`src/rtl/qav_pkg.sv`:
```
// Shared constants and the header classification rule for the Qav tx frame classifier.
package qav_pkg;

  localparam logic [15:0] QAV_TPID_VLAN = 16'h8100;
  localparam int          QAV_HDR_BYTES = 15;
  localparam int          QAV_PCP_LSB   = 5;

  localparam logic [1:0] ST_COLLECT = 2'd0;
  localparam logic [1:0] ST_REPLAY  = 2'd1;
  localparam logic [1:0] ST_PASS    = 2'd2;

  localparam logic SEL_LEGACY = 1'b0;
  localparam logic SEL_AV     = 1'b1;

  // A frame is AV only when it is VLAN tagged and its PCP is enabled in the mask.
  function automatic logic qav_is_av_frame(input logic [15:0] tpid,
                                           input logic [7:0]  tci_hi,
                                           input logic [7:0]  pcp_mask,
                                           input logic        av_en);
    logic [2:0] pcp;
    pcp = tci_hi[QAV_PCP_LSB +: 3];
    return av_en && (tpid == QAV_TPID_VLAN) && pcp_mask[pcp];
  endfunction

endpackage

```
`src/rtl/qav_frame_classifier_if.sv`:
```
// Byte-wide AXI-Stream bundle used for the client input and both tx FIFO channels.
interface qav_axis_if;

  logic [7:0] tdata;
  logic       tvalid;
  logic       tready;
  logic       tlast;

  modport master (
    output tdata,
    output tvalid,
    output tlast,
    input  tready
  );

  modport slave (
    input  tdata,
    input  tvalid,
    input  tlast,
    output tready
  );

endinterface

```
`src/rtl/qav_hdr_buffer.sv`:
```
// Small register file holding the first header bytes of a frame, with a tap on the TPID bytes.
module qav_hdr_buffer
  import qav_pkg::*;
#(
  parameter int DEPTH = QAV_HDR_BYTES
) (
  input  logic        clk_i,
  input  logic        clr_i,
  input  logic        wr_en_i,
  input  logic [3:0]  wr_addr_i,
  input  logic [7:0]  wr_data_i,
  input  logic [3:0]  rd_addr_i,
  output logic [7:0]  rd_data_o,
  output logic [15:0] tpid_o
);

  logic [7:0] mem_q [DEPTH];

  always_ff @(posedge clk_i) begin
    if (clr_i) begin
      for (int i = 0; i < DEPTH; i++) begin
        mem_q[i] <= '0;
      end
    end else if (wr_en_i) begin
      mem_q[wr_addr_i] <= wr_data_i;
    end
  end

  assign rd_data_o = mem_q[rd_addr_i];

  // Bytes 12/13 hold the TPID once the header is collected.
  assign tpid_o = {mem_q[12], mem_q[13]};

endmodule

```
`src/rtl/qav_frame_classifier.sv`:
```
// Splits one client byte stream into legacy and AV tx channels, whole frames only.
// Define QAV_CLASSIFIER_STATS_EN to add per-channel completed-frame counters.
module qav_frame_classifier
  import qav_pkg::*;
#(
  parameter int         HDR_BYTES   = QAV_HDR_BYTES,
  parameter logic [7:0] AV_PCP_MASK = 8'h0C
`ifdef QAV_CLASSIFIER_STATS_EN
  ,
  parameter int         CNT_W       = 32
`endif
) (
  input  logic       tx_fifo_clock,
  input  logic       tx_fifo_reset,
  input  logic       av_enable,
  qav_axis_if.slave  s_axis,
  qav_axis_if.master tx_axis_fifo_legacy,
  qav_axis_if.master tx_axis_fifo_av
`ifdef QAV_CLASSIFIER_STATS_EN
  ,
  output logic [CNT_W-1:0] frame_cnt_legacy,
  output logic [CNT_W-1:0] frame_cnt_av
`endif
);

  localparam logic [3:0] LAST_HDR = 4'(HDR_BYTES - 1);

  logic [1:0]  state_q, state_d;
  logic [3:0]  wr_ptr_q, wr_ptr_d;
  logic [3:0]  rd_ptr_q, rd_ptr_d;
  logic [3:0]  len_q, len_d;
  logic        sel_q, sel_d;
  logic        short_q, short_d;

  logic        s_ready;
  logic        out_valid;
  logic        out_last;
  logic [7:0]  out_data;
  logic        out_ready;
  logic        in_hs;
  logic        out_hs;
  logic        decide;
  logic        last_replay;
  logic        buf_wr_en;
  logic [7:0]  buf_rd_data;
  logic [15:0] buf_tpid;

  assign buf_wr_en = (state_q == ST_COLLECT) && in_hs;

  qav_hdr_buffer #(
    .DEPTH (HDR_BYTES)
  ) u_hdr_buffer (
    .clk_i     (tx_fifo_clock),
    .clr_i     (tx_fifo_reset),
    .wr_en_i   (buf_wr_en),
    .wr_addr_i (wr_ptr_q),
    .wr_data_i (s_axis.tdata),
    .rd_addr_i (rd_ptr_q),
    .rd_data_o (buf_rd_data),
    .tpid_o    (buf_tpid)
  );

  assign out_ready   = (sel_q == SEL_AV) ? tx_axis_fifo_av.tready : tx_axis_fifo_legacy.tready;
  assign in_hs       = s_axis.tvalid && s_ready;
  assign out_hs      = out_valid && out_ready;
  assign decide      = (state_q == ST_COLLECT) && in_hs && ((wr_ptr_q == LAST_HDR) || s_axis.tlast);
  assign last_replay = (rd_ptr_q == (len_q - 4'd1));

  // Selected-channel datapath; reset forces everything quiet in the reset cycle itself.
  always_comb begin
    s_ready   = 1'b0;
    out_valid = 1'b0;
    out_last  = 1'b0;
    out_data  = 8'h00;
    case (state_q)
      ST_COLLECT: s_ready = 1'b1;
      ST_REPLAY: begin
        out_valid = 1'b1;
        out_data  = buf_rd_data;
        out_last  = short_q && last_replay;
      end
      ST_PASS: begin
        out_valid = s_axis.tvalid;
        out_data  = s_axis.tdata;
        out_last  = s_axis.tlast;
        s_ready   = out_ready;
      end
      default: ;
    endcase
    if (tx_fifo_reset) begin
      s_ready   = 1'b0;
      out_valid = 1'b0;
      out_last  = 1'b0;
      out_data  = 8'h00;
    end
  end

  always_comb begin
    state_d  = state_q;
    wr_ptr_d = wr_ptr_q;
    rd_ptr_d = rd_ptr_q;
    len_d    = len_q;
    sel_d    = sel_q;
    short_d  = short_q;
    case (state_q)
      ST_COLLECT: begin
        if (decide) begin
          // A frame ending inside the header window never qualifies for AV.
          short_d = s_axis.tlast;
          sel_d   = (!s_axis.tlast && qav_is_av_frame(buf_tpid, s_axis.tdata, AV_PCP_MASK, av_enable))
                    ? SEL_AV : SEL_LEGACY;
          len_d   = wr_ptr_q + 4'd1;
          state_d = ST_REPLAY;
        end else if (in_hs) begin
          wr_ptr_d = wr_ptr_q + 4'd1;
        end
      end
      ST_REPLAY: begin
        if (out_hs) begin
          rd_ptr_d = rd_ptr_q + 4'd1;
          if (last_replay) begin
            rd_ptr_d = 4'd0;
            wr_ptr_d = 4'd0;
            state_d  = short_q ? ST_COLLECT : ST_PASS;
          end
        end
      end
      ST_PASS: begin
        if (in_hs && s_axis.tlast) begin
          state_d = ST_COLLECT;
        end
      end
      default: state_d = ST_COLLECT;
    endcase
  end

  always_ff @(posedge tx_fifo_clock) begin
    if (tx_fifo_reset) begin
      state_q  <= ST_COLLECT;
      wr_ptr_q <= 4'd0;
      rd_ptr_q <= 4'd0;
      len_q    <= 4'd0;
      sel_q    <= SEL_LEGACY;
      short_q  <= 1'b0;
    end else begin
      state_q  <= state_d;
      wr_ptr_q <= wr_ptr_d;
      rd_ptr_q <= rd_ptr_d;
      len_q    <= len_d;
      sel_q    <= sel_d;
      short_q  <= short_d;
    end
  end

  assign s_axis.tready = s_ready;

  assign tx_axis_fifo_legacy.tvalid = out_valid && (sel_q == SEL_LEGACY);
  assign tx_axis_fifo_legacy.tdata  = (sel_q == SEL_LEGACY) ? out_data : 8'h00;
  assign tx_axis_fifo_legacy.tlast  = out_last && (sel_q == SEL_LEGACY);

  assign tx_axis_fifo_av.tvalid = out_valid && (sel_q == SEL_AV);
  assign tx_axis_fifo_av.tdata  = (sel_q == SEL_AV) ? out_data : 8'h00;
  assign tx_axis_fifo_av.tlast  = out_last && (sel_q == SEL_AV);

`ifdef QAV_CLASSIFIER_STATS_EN
  logic [CNT_W-1:0] cnt_legacy_q;
  logic [CNT_W-1:0] cnt_av_q;

  always_ff @(posedge tx_fifo_clock) begin
    if (tx_fifo_reset) begin
      cnt_legacy_q <= '0;
      cnt_av_q     <= '0;
    end else if (out_hs && out_last) begin
      if (sel_q == SEL_AV) begin
        cnt_av_q <= cnt_av_q + CNT_W'(1);
      end else begin
        cnt_legacy_q <= cnt_legacy_q + CNT_W'(1);
      end
    end
  end

  assign frame_cnt_legacy = cnt_legacy_q;
  assign frame_cnt_av     = cnt_av_q;
`endif

endmodule

```
`src/flat_wrapper.sv`:
```
// flat-port wrapper written by rule: the top's interface ports become plain ports
module qav_frame_classifier_flat import qav_pkg::*;
#(
  parameter int         HDR_BYTES   = QAV_HDR_BYTES,
  parameter logic [7:0] AV_PCP_MASK = 8'h0C

)
  (tx_fifo_clock, tx_fifo_reset, av_enable, s_axis_tdata, s_axis_tvalid, s_axis_tlast, s_axis_tready, tx_axis_fifo_legacy_tdata, tx_axis_fifo_legacy_tvalid, tx_axis_fifo_legacy_tlast, tx_axis_fifo_legacy_tready, tx_axis_fifo_av_tdata, tx_axis_fifo_av_tvalid, tx_axis_fifo_av_tlast, tx_axis_fifo_av_tready);
  qav_axis_if s_axis_i ();
  qav_axis_if tx_axis_fifo_legacy_i ();
  qav_axis_if tx_axis_fifo_av_i ();
  input  logic tx_fifo_clock;
  input  logic tx_fifo_reset;
  input  logic av_enable;
  input wire logic [$bits(s_axis_i.tdata)-1:0] s_axis_tdata;
  input wire logic [$bits(s_axis_i.tvalid)-1:0] s_axis_tvalid;
  input wire logic [$bits(s_axis_i.tlast)-1:0] s_axis_tlast;
  output wire logic [$bits(s_axis_i.tready)-1:0] s_axis_tready;
  output wire logic [$bits(tx_axis_fifo_legacy_i.tdata)-1:0] tx_axis_fifo_legacy_tdata;
  output wire logic [$bits(tx_axis_fifo_legacy_i.tvalid)-1:0] tx_axis_fifo_legacy_tvalid;
  output wire logic [$bits(tx_axis_fifo_legacy_i.tlast)-1:0] tx_axis_fifo_legacy_tlast;
  input wire logic [$bits(tx_axis_fifo_legacy_i.tready)-1:0] tx_axis_fifo_legacy_tready;
  output wire logic [$bits(tx_axis_fifo_av_i.tdata)-1:0] tx_axis_fifo_av_tdata;
  output wire logic [$bits(tx_axis_fifo_av_i.tvalid)-1:0] tx_axis_fifo_av_tvalid;
  output wire logic [$bits(tx_axis_fifo_av_i.tlast)-1:0] tx_axis_fifo_av_tlast;
  input wire logic [$bits(tx_axis_fifo_av_i.tready)-1:0] tx_axis_fifo_av_tready;
  assign s_axis_i.tdata = s_axis_tdata;
  assign s_axis_i.tvalid = s_axis_tvalid;
  assign s_axis_i.tlast = s_axis_tlast;
  assign s_axis_tready = s_axis_i.tready;
  assign tx_axis_fifo_legacy_tdata = tx_axis_fifo_legacy_i.tdata;
  assign tx_axis_fifo_legacy_tvalid = tx_axis_fifo_legacy_i.tvalid;
  assign tx_axis_fifo_legacy_tlast = tx_axis_fifo_legacy_i.tlast;
  assign tx_axis_fifo_legacy_i.tready = tx_axis_fifo_legacy_tready;
  assign tx_axis_fifo_av_tdata = tx_axis_fifo_av_i.tdata;
  assign tx_axis_fifo_av_tvalid = tx_axis_fifo_av_i.tvalid;
  assign tx_axis_fifo_av_tlast = tx_axis_fifo_av_i.tlast;
  assign tx_axis_fifo_av_i.tready = tx_axis_fifo_av_tready;
  qav_frame_classifier #(.HDR_BYTES(HDR_BYTES), .AV_PCP_MASK(AV_PCP_MASK)) u_core (.tx_fifo_clock(tx_fifo_clock), .tx_fifo_reset(tx_fifo_reset), .av_enable(av_enable), .s_axis(s_axis_i), .tx_axis_fifo_legacy(tx_axis_fifo_legacy_i), .tx_axis_fifo_av(tx_axis_fifo_av_i));
endmodule
```
`config.mk`:
```
export PLATFORM = sky130hd
export DESIGN_NAME = qav_frame_classifier_flat
export DESIGN_NICKNAME = d
export VERILOG_FILES = /design/src/rtl/qav_pkg.sv /design/src/rtl/qav_frame_classifier_if.sv /design/src/rtl/qav_hdr_buffer.sv /design/src/rtl/qav_frame_classifier.sv /design/src/flat_wrapper.sv
export SDC_FILE = /design/constraint.sdc
export NUM_CORES = 1
export LEC_CHECK = 0
export BUFFER_PORTS_ARGS = -buffer_cell sky130_fd_sc_hd__buf_4
export CAP_MARGIN = 20
export CORE_ASPECT_RATIO = 1.4
export CORE_UTILIZATION = 56
export DETAILED_ROUTE_END_ITERATION = 7
export HOLD_SLACK_MARGIN = 0.1
export PLACE_DENSITY = 0.77
export SYNTH_ARGS = -nofsm -noshare
export SYNTH_HDL_FRONTEND = slang
export SYNTH_SLANG_ARGS = --single-unit
```
`constraint.sdc`:
```
create_clock -name tx_fifo_clock -period 2.3 [get_ports tx_fifo_clock]
set_clock_uncertainty 0.2 [all_clocks]
set_input_delay 0.46 -clock tx_fifo_clock [delete_from_list [all_inputs] [get_ports tx_fifo_clock]]
set_output_delay 0.46 -clock tx_fifo_clock [all_outputs]
set_load 0.02 [all_outputs]
```
== Yosys cells after proc, flatten, opt, wreduce, memory -nomap -nowiden ==
Memory sizes are Yosys's and may differ from the RTL's. A register that Yosys moved wholly into a read port is not among the register bits.
Index checks and enable logic that the tools add are counted.
Word-level totals
  bits in registers: 16
  bits in writable memories: 120
  ROM bits: 8
  input port bits: 15
  output and inout bits: 21
  logic and storage cells: 81
  memories kept: 2
Memories
  u_core.u_hdr_buffer.mem_q: depth 15, width 8, read ports 3, clocked after memory_dff 1, wr ports 15, line qav_hdr_buffer.sv:17  | logic [7:0] mem_q [DEPTH];
  (name not given): depth 8, width 1, read ports 1, clocked after memory_dff 0, wr ports 0, line qav_pkg.sv:22  | return av_en && (tpid == QAV_TPID_VLAN) && pcp_mask[pcp];
Operators by class
  $add $sub $neg: 3
  $lt $le $gt $ge: 1
  equality and inequality tests: 11
  mux-type cells: 35
  bitwise operators: 1
  reductions and logical operators: 22
Operators by type and width (number)
  $mux 4: 8
  $mux 8: 4
  $eq 16x16->1 const B: 1
  $pmux 8 s2: 1
  $logic_and 1x1->1: 13
  $mux 1: 12
  $mux 2: 5
  $ne 2x1->1 const B: 5
  $add 4x1->4 const B: 2
  $pmux 4 s2: 1
  $reduce_or 8->1: 1
  $pmux 1 s2: 3
  $pmux 2 s3: 1
  $reduce_and 5->1: 1
  $eq 4x4->1: 1
  $eq 4x4->1 const B: 1
  $lt 3x4->1 const B: 1
  $reduce_and 2->1: 2
  $reduce_and 4->1: 1
  $sub 4x1->4 const B: 1
  $eq 2x1->1 const B: 1
  $eq 2x2->1 const B: 1
  $logic_not 2->1: 1
  $ne 2x2->1 const B: 1
  4 further kinds: 4

== Depth between registers and ports, before layout ==
Gate-level depths: netlist of run 1.
  depth in word-level cells: 10
  mapped depth: 8
  mapped depth without buffers: 7

== Cells and area by module ==
From an unflattened synthesis of run 1, not the netlist that was laid out.
Unflattened totals
  cell total of the unflattened synthesis: 520
  area, all modules: 7028.0 um2
By module, submodules not included
  qav_hdr_buffer: instances 1, cells an instance 365, area each 5801.8 um2, seq. area each 3843.7 um2
  qav_frame_classifier: instances 1, cells an instance 155, area each 1226.2 um2, seq. area each 320.3 um2

== Least setup slack after synthesis of run 1 ==
Ideal clock, no wire load.
  path type: reg2out
  start: register u_core.len_q[0]
  end: output port tx_axis_fifo_av_tlast
  data arrival time: 1.847 ns
  required time: 1.640 ns
  setup slack: -0.207 ns
  cell stages (with the launch flop): 8
  path buffers: 0
  cell sequence: dfxtp_1 > inv_1 > ha_1 > xor3_1 > or3_4 > nor2_1 > a32oi_1 > nor2_1
On the way
  word-level cells in the longest chain between the ends: 6
RTL lines
  start: declaration: line qav_frame_classifier.sv:31  | logic [3:0] len_q, len_d;
  start signal: assignment: line qav_frame_classifier.sv:149  | len_q <= len_d;
  $sub 4x1->4: line qav_frame_classifier.sv:67  | assign last_replay = (rd_ptr_q == (len_q - 4'd1));
  $eq 4x4->1: line qav_frame_classifier.sv:67
  $logic_and 1x1->1: line qav_frame_classifier.sv:80  | out_last = short_q && last_replay;
  $pmux 1 s2: line qav_frame_classifier.sv:75  | case (state_q)
  $mux 1: line qav_frame_classifier.sv:90  | if (tx_fifo_reset) begin
  $logic_and 1x1->1: line qav_frame_classifier.sv:163  | assign tx_axis_fifo_av.tlast = out_last && (sel_q == SEL_AV);
  end: declaration: line flat_wrapper.sv:25  | output wire logic [$bits(tx_axis_fifo_av_i.tlast)-1:0] tx_axis_fifo_av_tlast;
No other way between the ends.

==> impl_results.md, run 1 <==
* Asr flop ratio synth at 0
* CTS Buf Count at 17
* Global-route wire length before repair at 30.19 mm
* Clock latency on the worst-skew pair at 420 ps
* Syn_area_per_cell at 12.26 µm²
* Worst R2R End: u_core.state_q[0]
* Utilization after layout at 0.7133
* Worst VDD drop at 0.5012 mV
* Synth Net Count at 622
* Mapped Area at 7330 µm²
* Total power after layout at 6.385 mW
* Switching fraction of total power at 0.2422
* Static Leakage at 3.710 nW
* Wire length per cell at 23.76 µm
* Switch Pwr at 1.546 mW
* Setup repair after global routing missed its margin: true
* Most common cell after layout, fill and taps aside: edfxtp_1
* Top Ports at 36
* Most used flip-flop cell after synthesis: edfxtp_1
* Router iterations before antenna repair at 5
* Stages on the worst setup path at 8
* Layout overhead on the synthesized area at 24.70%
* Port bufs at 35
* Floorplan die width at 98.69 µm
* Crit. End Element: output pin
* Cells along the critical path: buf_12 > mux4_2 > mux2i_2 > nor2_1 > a221oi_2 > buf_4 > nor2_4 > buf_6
* Part of the total power dissipated in combinational logic at 0.083
* Kind of cell adding the most delay to the critical path: multiplexers
* Final instance area at 9140 µm²
* Most frequent cells in the layout: edfxtp_1, and3_1, buf_4, nand2_1, buf_6
* Number of H-tree levels at 4
* CTS Root Buffer Type: clkbuf_16
* Combined flip-flop and latch cell area at 4263 µm²
* Max-slew violation count at 0
* Pint at 4.839 mW
* Cell with the biggest individual delay on the critical path: mux4_2
* Pwr Density at 698.6 nW/µm²
* Number of synthesized register bits at 148
* Layout cell share with drive strength beyond 1 at 0.3580
* Origin of the critical flop-to-flop path: u_core.rd_ptr_q[2]
* Flop-to-flop setup slack at 80 ps
* Core region area at 12,810 µm²
* Worst R2R Path Depth at 6
* Total via count after detailed routing at 5,436
* Number of distinct library cells after synthesis at 60
* Total Routed Length at 19.70 mm
* Path type of the worst setup path: reg2out
* Highest cell delay on the worst timing path at 520 ps
* Hold crit path type: in2reg
* Aggregate global routing overflow at 0
* Post-layout min period at 3015 ps
* Count of antenna diodes in the layout at 0
* Number of nets in the layout at 687
* Highest attainable clock frequency at 0.3317 GHz
* Total routing usage reported by global routing at 0.3050
* Die Span Y at 137.4 µm
* Number of design rule violations left after detail routing at 0
* Max Cap Violations at 0
* Normalized max-slew margin at 0.6175
* Violations in the final reports: negative setup slack
* Number of enable-type register cells in the synthesized netlist at 128
* CTS hold repair buffers at 0
* Final Cycle Share at 1.311
* Count of nets left with antenna violations after detail routing at 0
* Highest net fanout along the worst path at 7
* Routed vias/inst at 6.557
* Critical Path Sink: tx_axis_fifo_av_tdata[2]
* Run status: finished with violations
* Sequential power share at 0.476
* Startpoint class of the critical path: flip-flop
* Maximum root-to-sink buffer count at 2
* Post-Place Cell Area at 8213 µm²
* Least setup slack across all paths after layout at -714.8 ps
* Total Negative Setup Slacks at -11,310 ps
* Syn Inst Count at 598
* Number of global-route vias before repair at 5,420
* Worst-Margin Slew at 573.8 ps
* Initial antenna violation count at 0
* Final Setup Violations at 20
* Clock slew seen by the registers of the worst setup and hold paths at 60 ps
* Starting utilization of the core area at 0.5720
* Crit path arrival time at 2350 ps
* FILL cells at 777
* WP data required at 1640 ps
* Clock sink total at 148
* Share of the yosys chip area belonging to registers at 0.5790
* TritonCTS clock tree: done
* Yosys synthesis warning count at 0
* HPWL after detailed placement at 12.81 mm
* Number of violations reported at the end of detailed-routing iteration 0 at 560
* Number of placement rows at 49
* Final weighted congestion in routability-driven placement at 0.9301
* Floorplan die area at 13,560 µm²
* Number of failing hold endpoints at the final stage at 0
* Area of combinational cells with multiple inputs at 3098 µm²
* Pin count of the biggest net entering global routing at 37
* Worst slack after detailed placement at -317.6 ps
* Power share of the clock group at 0.440
* Number of buffers and inverters on the critical path at 3
[how the worst min path moves through the flow]
stage | from | to | slack, ps | cells after the start
after floorplan | u_core.state_q[1] | u_core.state_q[1] | 250 | 2
after global placement | u_core.state_q[1] | u_core.state_q[1] | 270 | 2
after detailed placement | u_core.state_q[1] | u_core.state_q[1] | 280 | 2
after CTS | s_axis_tvalid | u_core.short_q | 180 | 3
after global routing | s_axis_tvalid | u_core.short_q | 190 | 3
final | s_axis_tvalid | u_core.short_q | 190 | 3
[cell families (layout without fill, tap and decap cells)]
logic type / after synthesis / count (layout) / share of synthesized area
adder cells (fa/ha/maj): 9 / 9 / 0.01536
multiplexers: 44 / 44 / 0.09048
AND/OR/NAND/NOR: 262 / 262 / 0.1992
flip-flops: 148 / 148 / 0.5790
AO/OA/AOI/OAI: 63 / 63 / 0.06573
buffers and inverters: 65 / 143 / 0.03875
XOR/XNOR: 7 / 7 / 0.01144
[repair_timing]
action / 4_1_cts / 5_1_grt
endpoints found under the hold margin: 0 / 0
buffers inserted: 5 / 1
setup endpoints to repair: 21 / 25
pin swaps: 12 / 11
resized for setup: 53 / 17
cloned: 1 / 0
[final cells by class]
| cell class | instances | share of cell area |
|---|---|---|
| flip-flops and latches | 148 | 0.4664 |
| multi-input cells | 385 | 0.3389 |
| repair buffers | 103 | 0.1050 |
| clock buffers | 17 | 0.04654 |
| well taps | 153 | 0.02094 |
| clock inverters | 15 | 0.01862 |
| inverters | 8 | 0.003559 |
[state kept, by name (all words and copies together) (netlist names), named ones only]
name / cells
u_core.len_q: 4
u_core.rd_ptr_q: 4
u_core.sel_q: 1
u_core.short_q: 1
u_core.state_q: 2
u_core.u_hdr_buffer.mem_q: 128
u_core.wr_ptr_q: 4
[power by group through the flow]
stage / Combinational [mW] / Sequential, mW / Clock (mW)
finish: 0.532 / 3.04 / 2.81
global route: 0.561 / 3.05 / 2.94
CTS: 0.514 / 3.04 / 2.82
detailed placement: 0.477 / 3.09 / 0
global placement: 0.465 / 3.09 / 0
floorplan: 0.291 / 3.08 / 0
[through the flow]
step                cells  hold WS [ps]
global route          829         190.1
CTS                   829         175.1
finish                829         191.7
floorplan             598         254.7
detailed placement    791         279.5
global placement      791         267.7
[cells in the mapped netlist, drive strengths merged, types with 2 or more instances]
library cell	number	area, µm²
o22ai	8	50.05
clkbuf	42	167.7
a21o	2	16.27
a2111oi	8	70.07
xnor2	6	60.06
nor3	11	55.05
mux4	16	360.4
buf	15	86.33
ha	9	112.6
or2	2	12.52
and2	2	12.51
dfxtp	20	400.4
edfxtp	128	3844
o32ai	2	17.52
o21ai	6	30.02
nand3	8	57.56
nor2	43	168.9
mux2i	10	100.1
mux2	18	202.7
and3	124	775.7
a21oi	5	25.02
o31ai	2	28.78
nor2b	17	113.9
a32oi	2	17.52
nor4b	2	17.52
nand2	40	150.1
nand2b	4	25.02
inv	8	30.03
a211oi	12	90.09
nor4	4	25.02
or3	2	17.52
a221oi	8	70.07
[metal layers]
layer,global-route usage,wire [µm],vias to the layer above
met5,0,0,-
met3,0.05479,1415,55
met2,0.5516,10620,319
met4,0.1376,629,0
met1,0.3543,7037,2667
li1,-,-,2395
[tightest hold or removal path, stage by stage]
cell	delay, ps
buf_4	140
a32oi_1	100
nor2_1	70
No activity file was read; power rests on OpenSTA's default activity.
==> run 2, diff against run 1 <==
--- a/config.mk
+++ b/config.mk
@@ -8,10 +8,11 @@
 export BUFFER_PORTS_ARGS = -buffer_cell sky130_fd_sc_hd__buf_4
 export CAP_MARGIN = 20
 export CORE_ASPECT_RATIO = 1.4
-export CORE_UTILIZATION = 56
+export CORE_UTILIZATION = 58
 export DETAILED_ROUTE_END_ITERATION = 7
 export HOLD_SLACK_MARGIN = 0.1
-export PLACE_DENSITY = 0.77
+export PLACE_DENSITY = 0.76
+export SLEW_MARGIN = 20
 export SYNTH_ARGS = -nofsm -noshare
 export SYNTH_HDL_FRONTEND = slang
 export SYNTH_SLANG_ARGS = --single-unit
==> constraint.sdc (replaced) <==
create_clock -name tx_fifo_clock -period 3.7 [get_ports tx_fifo_clock]
set_clock_uncertainty 0.2 [all_clocks]
set_input_delay 0.74 -clock tx_fifo_clock [delete_from_list [all_inputs] [get_ports tx_fifo_clock]]
set_output_delay 0.74 -clock tx_fifo_clock [all_outputs]
set_load 0.02 [all_outputs]
==> run 2 against run 1 <==
Against the previous run: the run now ends clean; power fell by 40%; register-to-register slack better by 1000 ps; largest power group unchanged; critical path type unchanged; non-clock buffer count fell by 49; sequential share of layout area up 4.6 points; final area fell by 9.3%; count of clock-buffer cells in the layout increased by 1.
==> impl_results.md, run 2 (synthesis gave the netlist of run 1 again) <==
* Sequential power share at 0.491
* Worst R2R End: u_core.u_hdr_buffer.mem_q[5][6]
* Layout overhead on the synthesized area at 13.13%
* FILL cells at 856
* Switch Pwr at 0.8870 mW
* Met2 Wirelength at 8.169 mm
* Router iterations before antenna repair at 5
* Final hold slack at 282.1 ps
* Number of design rule violations left after detail routing at 0
* Combined flip-flop and latch cell area at 4249 µm²
* Count of antenna diodes in the layout at 0
* Clock slew seen by the registers of the worst setup and hold paths at 60 ps
* Number of flip-flops in the largest register at 128
* Routed vias/inst at 6.456
* Aggregate global routing overflow at 0
* Core region area at 12,310 µm²
* Total Negative Setup Slacks at 0 ps
* Floorplan die area at 13,100 µm²
* Flop-to-flop setup slack at 1090 ps
* Post-layout min period at 3534 ps
* Run status: completed
* Number of placement rows at 48
* Switching fraction of total power at 0.2309
* Number of violations reported at the end of detailed-routing iteration 0 at 359
* Clock latency on the worst-skew pair at 420 ps
* Total routing usage reported by global routing at 0.2657
* Global-route wire length before repair at 26.38 mm
* Pin count of the biggest net entering global routing at 32
* Max Cap Violations at 0
* Starting utilization of the core area at 0.5953
* Register containing the most flip-flops in the final layout: u_core.u_hdr_buffer.mem_q
* Wl on met1 at 6.793 mm
* Number of global-route vias before repair at 4,892
* Number of failing hold endpoints at the final stage at 0
* Crit. End Element: output pin
* CTS hold repair buffers at 0
* Highest net fanout along the worst path at 31
* Floorplan die width at 97.01 µm
* Crit path arrival time at 2590 ps
* HPWL after detailed placement at 11.30 mm
* Highest attainable clock frequency at 0.2830 GHz
* Port bufs at 35
* Worst R2R Path Depth at 6
* Count of nets left with antenna violations after detail routing at 0
* Number of H-tree levels at 4
* CTS Root Buffer Type: clkbuf_16
* Number of nets in the layout at 638
* WP data required at 2760 ps
* Max-slew violation count at 0
* Critical Path Sink: tx_axis_fifo_av_tdata[5]
* CTS Buf Count at 17
* Maximum root-to-sink buffer count at 2
* Pwr Density at 463.4 nW/µm²
* Worst-Margin Slew at 815.9 ps
* Total via count after detailed routing at 5,016
* Clock sink total at 148
* Total Routed Length at 16.72 mm
* Initial antenna violation count at 0
* Final Cycle Share at 0.9552
* Wire length per cell at 21.52 µm
* Die Span Y at 135.0 µm
* Normalized max-slew margin at 0.4561
* Final Setup Violations at 0
* Path type of the worst setup path: reg2out
* Hold crit path type: reg2reg
* WL met3 at 1.152 mm
* Power share of the clock group at 0.441
* Most frequent cells in the layout: edfxtp_1, and3_1, buf_4, nor2_1, nand2_1
* Pint at 2.955 mW
* Worst VDD drop at 0.3336 mV
* Startpoint class of the critical path: flip-flop
* TritonCTS clock tree: done
* Top layer reached by signal wires: met4
* Most common cell after layout, fill and taps aside: edfxtp_1
* Layout cell share with drive strength beyond 1 at 0.2137
* Static Leakage at 3.386 nW
* Origin of the critical flop-to-flop path: u_core.state_q[0]
* Top Ports at 36
* Part of the total power dissipated in combinational logic at 0.068
* Area of combinational cells with multiple inputs at 2823 µm²
* Final weighted congestion in routability-driven placement at 0.8420
## run 2: cell count changes in the layout (fill, tap and decap cells not counted), moves of 5 or more
| cell | before | now |
|---|---|---|
| buf_6 | 23 | 0 |
| buf_12 | 8 | 1 |
| dfxtp_2 | 6 | 1 |
| clkinv_4 | 0 | 6 |
| nor2_4 | 6 | 1 |
| dfxtp_1 | 11 | 18 |
| buf_4 | 72 | 53 |
| nor2_2 | 15 | 0 |
| a221oi_1 | 0 | 7 |
| nor2_1 | 22 | 42 |
| a221oi_2 | 7 | 1 |
## run 2: stage by stage
stage          instances  total power [mW]  instance area [µm²]  utilization  setup slack (ps)
2_1_floorplan        598             2.085                 7330            -             913.0
3_3_place_gp         745             2.169                 7692       0.6248             496.4
3_5_place_dp         745             2.178                 7692       0.6248             484.7
4_1_cts              777             3.849                 8277       0.6723             15.99
5_1_grt              777             3.931                 8292       0.6735            -37.92
6_report             777             3.842                 8292       0.6735             165.8
## run 2: critical path, stage by stage (launching register included)
cell and delay (ps):
dfxtp_4 560, buf_4 320, mux4_2 370, mux2i_1 220, nor2_1 70, a221oi_1 350
nor2_1 100, buf_4 170
## run 2: how the worst min path moves through the flow
stage                      start  slack [ps]  depth (start not counted)                end
2_1_floorplan  u_core.state_q[1]         250                          2  u_core.state_q[1]
5_1_grt        u_core.state_q[1]         340                          2  u_core.state_q[1]
6_report       u_core.state_q[1]         280                          2  u_core.state_q[1]
4_1_cts        u_core.state_q[1]         280                          2  u_core.state_q[1]
3_5_place_dp   u_core.state_q[1]         270                          2  u_core.state_q[1]
3_3_place_gp   u_core.state_q[1]         270                          2  u_core.state_q[1]
## run 2: area by class of cell
cell class / count / area share
inverters: 8 / 0.003622
clock inverters: 14 / 0.01871
multi-input cells: 385 / 0.3404
repair buffers: 54 / 0.05040
clock buffers: 18 / 0.05176
well taps: 150 / 0.02263
flip-flops and latches: 148 / 0.5124
## run 2: power by group through the flow
| stage | sequential, mW | clock, mW | combinational (mW) |
|---|---|---|---|
| floorplan | 1.91 | 0 | 0.172 |
| global placement | 1.92 | 0 | 0.247 |
| detailed placement | 1.92 | 0 | 0.254 |
| CTS | 1.89 | 1.70 | 0.255 |
| global route | 1.89 | 1.76 | 0.280 |
| finish | 1.89 | 1.69 | 0.260 |
## run 2: timing repair
action / 4_1_cts / 5_1_grt
buffers inserted: 0 / 0
endpoints found under the setup margin: 0 / 16
resized for setup: 0 / 4
## run 2: routing by layer
layer | vias up | global-route usage
met1 | 2461 | 0.3368
met3 | 43 | 0.05072
met2 | 214 | 0.4409
met5 | - | 0
li1 | 2298 | -
met4 | 0 | 0.1294
==> run 3, diff against run 2 <==
--- a/config.mk
+++ b/config.mk
@@ -7,7 +7,6 @@
 export LEC_CHECK = 0
 export BUFFER_PORTS_ARGS = -buffer_cell sky130_fd_sc_hd__buf_4
 export CAP_MARGIN = 20
-export CORE_ASPECT_RATIO = 1.4
 export CORE_UTILIZATION = 58
 export DETAILED_ROUTE_END_ITERATION = 7
 export HOLD_SLACK_MARGIN = 0.1
==> run 3 against run 2 <==
Against the previous run: maximum frequency is 1.1% lower; clock power is 8% lower; die area hardly changed; critical path depth stayed put; highest routed layer unchanged; largest cell class unchanged; critical path type unchanged.
==> impl_results.md, run 3 (synthesis gave the netlist of run 1 again) <==
* Number of flip-flops in the largest register at 128
* Final weighted congestion in routability-driven placement at 0.8640
* Most common cell after layout, fill and taps aside: edfxtp_1
* TritonCTS clock tree: done
* Wire length per cell at 22.48 µm
* Router iterations before antenna repair at 5
* Global routing usage on met1 at 0.3953
* Crit path arrival time at 2630 ps
* Clock sink total at 148
* Global-route wire length before repair at 27.45 mm
* Number of placement rows at 40
* Final Cycle Share at 0.9660
* Run status: completed
* Pint at 2.843 mW
* Port bufs at 35
* Path type of the worst setup path: reg2out
* Highest cell delay on the worst timing path at 570 ps
* Normalized max-slew margin at 0.3672
* Aggregate global routing overflow at 0
* Non-filler instance count after layout at 793
* Crit. End Element: output pin
* Starting utilization of the core area at 0.6027
* Total routing usage reported by global routing at 0.2922
* Core region area at 12,160 µm²
* Most frequent cells in the layout: edfxtp_1, and3_1, buf_4, nor2_1, nand2_1
* Power share of the clock group at 0.421
* Top Ports at 36
* Origin of the worst min-delay path: u_core.state_q[1]
* Max Cap Violations at 0
* GRT Max-Usage Layer: met2
* Number of H-tree levels at 4
* Switching fraction of total power at 0.2347
* Number of buffers and inverters on the critical path at 2
* Met3 track demand over resource in global routing at 0.06300
* Cell with the biggest individual delay on the critical path: dfxtp_4
* Highest net fanout along the worst path at 29
* Post-Place Cell Area at 7700 µm²
* Placed Cells at 761
* Post-layout min period at 3574 ps
* Count of nets left with antenna violations after detail routing at 0
* Total via count after detailed routing at 5,182
* Die Span Y at 114.4 µm
* Kind of cell adding the most delay to the critical path: compound AO/OA/AOI/OAI gates
* Most common cell type on the critical path: buf_4
* Sequential power share at 0.508
* Setup repair after global routing missed its margin: false
* Register containing the most flip-flops in the final layout: u_core.u_hdr_buffer.mem_q
* Pwr Density at 450.2 nW/µm²
* Routed vias/inst at 6.535
* Worst-Margin Slew at 949.3 ps
* CTS Root Buffer Type: clkbuf_16
* Switch Pwr at 0.8718 mW
* Routing usage on met2 at 0.4489
* Floorplan die area at 13,090 µm²
* Least setup slack across all paths after layout at 125.9 ps
* Hold crit path type: reg2reg
* CTS hold repair buffers at 0
* Startpoint class of the critical path: flip-flop
* Pin count of the biggest net entering global routing at 37
* Initial antenna violation count at 0
* Number of design rule violations left after detail routing at 0
* Floorplan die width at 114.4 µm
* Cts repair resizes at 1
* CTS Buf Count at 17
* Number of failing hold endpoints at the final stage at 0
* Total Routed Length at 17.83 mm
* Number of nets in the layout at 636
* Layout overhead on the synthesized area at 12.60%
* Max-slew violation count at 0
* Worst slack after detailed placement at 355.6 ps
* HPWL after detailed placement at 11.45 mm
* Number of global-route vias before repair at 4,971
* Final instance area at 8253 µm²
* Final Setup Violations at 0
* Clock latency on the worst-skew pair at 430 ps
* WP data required at 2760 ps
* Worst VDD drop at 0.2327 mV
* Layout cell share with drive strength beyond 1 at 0.2112
* Highest attainable clock frequency at 0.2798 GHz
* Origin of the critical flop-to-flop path: u_core.state_q[0]
* Static Leakage at 3.366 nW
* Post-CTS setup buffer count at 0
* Number of violations reported at the end of detailed-routing iteration 0 at 643
* Part of the total power dissipated in combinational logic at 0.071
* Count of antenna diodes in the layout at 0
* Maximum root-to-sink buffer count at 2
* Cells along the critical path: buf_4 > mux2_2 > o22ai_1 > nor3_1 > a221oi_1 > nor2_1 > buf_4
* Total Negative Setup Slacks at 0 ps
* Clock slew seen by the registers of the worst setup and hold paths at 60 ps
==> run 3: changes by cell type in the layout (fill, tap and decap cells not counted), sizes merged <==
cell | before | now
bufinv | 2 | 0
inv | 11 | 12
buf | 54 | 52
clkbuf | 18 | 19
==> run 3: tightest hold or removal path, cell delays in order (launching register included) <==
cell,delay (ps)
dfxtp_1,320
nand2_1,60
mux2i_1,60
==> run 3: worst paths after layout <==
path / cells past startpoint / slack (ps) / to
setup / recovery: 7 / 130 / tx_axis_fifo_legacy_tdata[0]
hold / removal: 2 / 290 / u_core.state_q[1]
setup reg to reg: 6 / 1060 / u_core.u_hdr_buffer.mem_q[6][5]
hold reg to reg: 2 / 290 / u_core.state_q[1]
==> run 3: layout make-up <==
cell class                 instances  area (µm²)
multi-input combinational        385        2824
timing repair buffer              52       406.6
clock inverter                    13       80.08
sequential                       148        4248
inverter                           8       30.03
fill                             888        3909
clock buffer                      19       454.2
tap                              168       210.2
==> run 3: power by group through the flow <==
stage	combinational, mW	sequential [mW]	clock, mW
floorplan	0.172	1.91	0
global placement	0.253	1.92	0
detailed placement	0.258	1.92	0
CTS	0.259	1.89	1.57
global route	0.282	1.89	1.63
finish	0.264	1.89	1.56
==> run 3: per-stage QoR <==
step	hold WS [ps]	total power, mW	utilization
CTS	283.7	3.718	0.6773
global route	318.3	3.803	0.6786
finish	288.6	3.715	0.6786
detailed placement	276.1	2.182	0.6331
floorplan	254.7	2.085	-
global placement	270.2	2.173	0.6331
==> run 3: per-layer routing <==
layer | vias up | routed length [µm] | share of wire
met2 | 324 | 8288 | 0.46
met1 | 2519 | 7171 | 0.40
met4 | 0 | 575 | 0.032
met5 | - | 0 | 0
li1 | 2294 | - | -
met3 | 45 | 1790 | 0.10
